--- src/rtl/store_write_buffer.sv ---
// store_write_buffer
//   FIFO of retired stores waiting for the data cache. Stores are converted
//   to a word address, lane-aligned data and byte enables on entry, then
//   presented in order on the mem_* port. Misaligned SH/SW are dropped and
//   reported. Invalid store types are dropped silently.
//
// Ports
//   clk, rst_n                 clock, asynchronous active-low reset
//   req_valid/req_ready        store request handshake from the pipeline
//   req_addr/req_data/req_type byte address, register data, store type
//   mem_valid/mem_ready        head-entry handshake toward the data cache
//   mem_addr/mem_wdata/mem_wbe word address, lane data, byte enables of head
//   misalign_err               one-cycle pulse after a misaligned store is dropped
//   misalign_addr              byte address of the most recent misaligned store
//   count, empty               occupancy, and occupancy == 0
module store_write_buffer #(
  parameter int unsigned DEPTH = 4
) (
  input  logic                     clk,
  input  logic                     rst_n,
  input  logic                     req_valid,
  output logic                     req_ready,
  input  logic [31:0]              req_addr,
  input  logic [31:0]              req_data,
  input  logic [2:0]               req_type,
  output logic                     mem_valid,
  input  logic                     mem_ready,
  output logic [31:0]              mem_addr,
  output logic [31:0]              mem_wdata,
  output logic [3:0]               mem_wbe,
  output logic                     misalign_err,
  output logic [31:0]              misalign_addr,
  output logic [$clog2(DEPTH):0]   count,
  output logic                     empty
);

  localparam int unsigned PW = $clog2(DEPTH);
  localparam int unsigned CW = PW + 1;

  typedef enum logic [2:0] {
    ST_SB = 3'b001,
    ST_SH = 3'b010,
    ST_SW = 3'b011
  } st_type_e;

  // Entry storage: word address only, the low two bits are always zero.
  logic [29:0]   ent_addr_q  [DEPTH];
  logic [29:0]   ent_addr_d  [DEPTH];
  logic [31:0]   ent_data_q  [DEPTH];
  logic [31:0]   ent_data_d  [DEPTH];
  logic [3:0]    ent_wbe_q   [DEPTH];
  logic [3:0]    ent_wbe_d   [DEPTH];

  logic [PW-1:0] head_q, head_d;
  logic [PW-1:0] tail_q, tail_d;
  logic [CW-1:0] count_q, count_d;
  logic          misalign_err_q, misalign_err_d;
  logic [31:0]   misalign_addr_q, misalign_addr_d;

  logic          accept;
  logic          legal;
  logic          misal;
  logic          enq;
  logic          deq;
  logic [3:0]    lane_wbe;
  logic [31:0]   lane_data;

  assign empty     = (count_q == '0);
  assign req_ready = (count_q < CW'(DEPTH));
  assign mem_valid = !empty;
  assign count     = count_q;

  assign mem_addr  = empty ? '0 : {ent_addr_q[head_q], 2'b00};
  assign mem_wdata = empty ? '0 : ent_data_q[head_q];
  assign mem_wbe   = empty ? '0 : ent_wbe_q[head_q];

  assign misalign_err  = misalign_err_q;
  assign misalign_addr = misalign_addr_q;

  // Store-type decode and lane alignment.
  always_comb begin
    legal     = 1'b0;
    misal     = 1'b0;
    lane_wbe  = '0;
    lane_data = '0;
    case (req_type)
      ST_SB: begin
        legal     = 1'b1;
        lane_wbe  = 4'b0001 << req_addr[1:0];
        lane_data = {4{req_data[7:0]}};
      end
      ST_SH: begin
        legal     = !req_addr[0];
        misal     = req_addr[0];
        lane_wbe  = req_addr[1] ? 4'b1100 : 4'b0011;
        lane_data = {2{req_data[15:0]}};
      end
      ST_SW: begin
        legal     = (req_addr[1:0] == 2'b00);
        misal     = (req_addr[1:0] != 2'b00);
        lane_wbe  = 4'b1111;
        lane_data = req_data;
      end
      default: ;
    endcase
  end

  assign accept = req_valid && req_ready;
  assign enq    = accept && legal;
  assign deq    = mem_valid && mem_ready;

  always_comb begin
    ent_addr_d = ent_addr_q;
    ent_data_d = ent_data_q;
    ent_wbe_d  = ent_wbe_q;
    head_d     = head_q;
    tail_d     = tail_q;
    count_d    = count_q;

    if (enq) begin
      ent_addr_d[tail_q] = req_addr[31:2];
      ent_data_d[tail_q] = lane_data;
      ent_wbe_d[tail_q]  = lane_wbe;
      tail_d             = tail_q + PW'(1);
    end
    if (deq) begin
      head_d = head_q + PW'(1);
    end

    // Full buffer has req_ready low, so enq and deq never both occur at DEPTH.
    if (enq && !deq) begin
      count_d = count_q + CW'(1);
    end else if (deq && !enq) begin
      count_d = count_q - CW'(1);
    end

    misalign_err_d  = accept && misal;
    misalign_addr_d = (accept && misal) ? req_addr : misalign_addr_q;
  end

  always_ff @(posedge clk or negedge rst_n) begin
    if (!rst_n) begin
      for (int unsigned i = 0; i < DEPTH; i++) begin
        ent_addr_q[i] <= '0;
        ent_data_q[i] <= '0;
        ent_wbe_q[i]  <= '0;
      end
      head_q          <= '0;
      tail_q          <= '0;
      count_q         <= '0;
      misalign_err_q  <= 1'b0;
      misalign_addr_q <= '0;
    end else begin
      ent_addr_q      <= ent_addr_d;
      ent_data_q      <= ent_data_d;
      ent_wbe_q       <= ent_wbe_d;
      head_q          <= head_d;
      tail_q          <= tail_d;
      count_q         <= count_d;
      misalign_err_q  <= misalign_err_d;
      misalign_addr_q <= misalign_addr_d;
    end
  end

endmodule

--- config.mk ---
export PLATFORM = sky130hd
export DESIGN_NAME = store_write_buffer
export DESIGN_NICKNAME = d
export VERILOG_FILES = /design/src/rtl/store_write_buffer.sv
export SDC_FILE = /design/constraint.sdc
export NUM_CORES = 1
export LEC_CHECK = 0
export BUFFER_PORTS_ARGS = -buffer_cell sky130_fd_sc_hd__buf_2
export CAP_MARGIN = 40
export CORE_MARGIN = 1
export CORE_UTILIZATION = 23
export CTS_CLUSTER_SIZE = 30
export DETAILED_ROUTE_END_ITERATION = 16
export PLACE_DENSITY = 0.39
export SLEW_MARGIN = 25
export SYNTH_ARGS = -nofsm -noshare
export SYNTH_HDL_FRONTEND = slang
export SYNTH_SLANG_ARGS = --single-unit
--- constraint.sdc ---
create_clock -name clk -period 3.1 [get_ports clk]
set_input_delay 0.31 -clock clk [delete_from_list [all_inputs] [get_ports clk]]
set_output_delay 0.31 -clock clk [all_outputs]
set_load 0.01 [all_outputs]
==> qor.yml <==
detailed_routing:
  wl_um: 39600
  firstDrtPassIters: 4
  via_per_inst: 4.31
  first_iter_violations: 330
  post_drt_wl_per_cell_um: 20.1
  drc: 0
  antenna_left: 0
  vias: 8486
worst_setup_path:
  crit_arrival_ns: 2.44
  cp-start-kind: "register"
  crit_required_ns: 2.79
  cp-end-kind: "output port"
  rr_worst_depth: 8
  path_max_fanout: 40
  criticalPathCategory: "reg2out"
floorplan:
  start_util: 0.232
  dieArea_um2: 63200
  fp.dieW_um: 251
  core_um2: 61600
  rows: 91
  ios: 178
  die_height_um: 251
min_path:
  holdCritPathClass: "in2reg"
  min_path_cells: 2
clock_network:
  cts_resized: 0
  clock_path_buffers: 3
  clk_pin_slew_ns: 0.06
  cts_root_buf: "clkbuf_16"
  cts_tree: "built"
  cts.sinks: 304
  cts_buffers: 40
  cts_setup_buffers: 0
  h-tree-depth: 2
  postCtsHoldBufs: 9
  clk_latency_ns: 0.56
global_routing:
  grt-ovfl-total: 0
  use_met2: 0.208
  grt-busiest-layer: "met2"
  track_usage: 0.129
  grt_pass1_wl_um: 61500
  grt_pass1_vias: 9393
  antenna_found_initial: 4
  grt_max_degree: 79
  grt_util_met3: 0.0247
  use_met1: 0.174
final_layout:
  final_util: 0.285
  fillCellCount: 6254
  fin_area_um2: 17500
  area_growth_syn_to_layout_pct: 22.6
  nNetsFinal: 1185
  drive_gt1_frac: 0.434
  instances_no_fill: 1971
yosys:
  netlist_area_um2: 14300
  yosysWarnings: 0
  synth_ff_type: "dfrtp_1"
  avgSynthCellArea_um2: 15.4
  async_flop_share: 1.00
  synth_edf_count: 0
  synth_area_leaders: "dfrtp_1 (53%), mux2_2 (12%), mux2_1 (11%)"
  yosysMostFrequentCell: "dfrtp_1"
  netlist_instances: 926
  seq_area_frac_synth: 0.532
  yosysTopAreaCell: "dfrtp_1"
  synth_top_area_share: 0.532
  synth_cell_types: 38
  synth_commonest_cells: "dfrtp_1 (304), mux2_2 (154), mux2_1 (143), and2_1 (74), mux4_2 (66)"
  ys_seq_elements: 304
power_and_ir_drop:
  p_leak_nw: 8.10
  cellPowerDensity_nw_per_um2: 953
  vdd_drop_max_mv: 0.348
timing:
  setup_viol: 0
  rsz0062_at_grt: "false"
  tns_ns: 0
  finalWorstSetupSlack_ns: 0.352
  relSlewSlack: 0.595
  min_period_ns: 2.75
  timing.final.crit_share: 0.887
  hold_violations: 0
  slew_viol_final: 0
  fin_skew_ns: 0.0308
  tightest_slew_ns: 0.608
  max_freq_ghz: 0.364
placed_design:
  place_area_um2: 16100
  port-buffer-count: 175
  hpwl_um: 24500
  pre_cts_slack_ns: 0.499
  place_inst: 1893
  globalplace.congestion: 0.712
job:
  cap_violations: 0
status:
  outcome: "finished clean"
==> sequential cells by signal, summed over array words and instances, names as in the netlist <==
signal         count
ent_addr_q       120
ent_data_q       128
count              3
ent_wbe_q         16
tail_q             2
misalign_err       1
misalign_addr     32
head_q             2
==> worst paths after layout <==
check,startpoint,end,slack [ns]
max in group asynchronous,rst_n,ent_addr_q[62],1.89
setup / recovery,count[2],mem_wdata[29],0.35
hold reg to reg,ent_addr_q[23],ent_addr_q[23],0.48
hold / removal,req_addr[10],ent_addr_q[8],0.04
setup reg to reg,count[2],count[2],0.51
min in group asynchronous,rst_n,ent_data_q[4],0.32
==> where the power goes <==
part | leakage, nW | internal [W] | switching [W] | total [W]
sequential | 3.94 | 0.00556 | 0.000860 | 0.00642
clock | 0.648 | 0.00276 | 0.00182 | 0.00457
combinational | 3.51 | 0.00310 | 0.00263 | 0.00573
==> final cells by class <==
| cell class | instances | area (um2) | share of cell area |
|---|---|---|---|
| flip-flops and latches | 304 | 7610 | 0.434 |
| clock inverters | 14 | 164 | 0.00935 |
| clock buffers | 53 | 1140 | 0.0651 |
| inverters | 17 | 63.8 | 0.00364 |
| multi-input cells | 537 | 6190 | 0.353 |
| well taps | 837 | 1050 | 0.0597 |
| diodes | 1 | 2.50 | 0.000143 |
| repair buffers | 208 | 1310 | 0.0745 |
==> stage by stage <==
stage          total power (W)  hold slack, ns
2_1_floorplan           0.0101          0.0144
3_3_place_gp            0.0123           0.323
3_5_place_dp            0.0124           0.323
4_1_cts                 0.0171        0.000552
5_1_grt                 0.0179          0.0159
6_report                0.0167          0.0426
==> metal layers <==
layer | vias up | wire length (um)
li1 | 3734 | -
met1 | 4560 | 18300
met2 | 133 | 18800
met3 | 57 | 1400
met4 | 2 | 1100
met5 | - | 13
==> cells by family (layout without fill, tap and decap cells) <==
family | count (synthesis) | count (layout) | share of synthesized area
flip-flops | 304 | 304 | 0.532
other | 1 | 3 | 0.000262
adder cells (fa/ha/maj) | 6 | 6 | 0.00578
AO/OA/AOI/OAI | 33 | 33 | 0.0232
XOR/XNOR | 6 | 6 | 0.00368
buffers and inverters | 86 | 292 | 0.0364
AND/OR/NAND/NOR | 104 | 104 | 0.0447
multiplexers | 386 | 386 | 0.354
==> critical path, stage by stage, from the launching register on <==
cell and delay [ns]:
dfrtp_1 0.40, or3_2 0.64, buf_4 0.36, and2_1 0.28
buf_2 0.17
==> layout by cell type (no fill, tap or decap), drive strengths merged, types with 2 or more instances in the layout <==
master,netlist,layout
a21oi,11,11
dlygate4sd3,0,9
nand2b,2,2
nand3,2,2
buf,55,198
bufinv,0,2
clkinv,0,11
clkbuf,14,54
nand2,9,9
ha,5,5
dfrtp,304,304
inv,17,18
o21bai,2,2
a2111oi,4,4
nand3b,9,9
xnor2,5,5
a22o,8,8
and2,74,74
nor2b,4,4
mux2,297,297
mux4,66,66
mux2i,23,23
conb,1,2
a211oi,2,2
No activity file was read; power rests on OpenSTA's default activity.
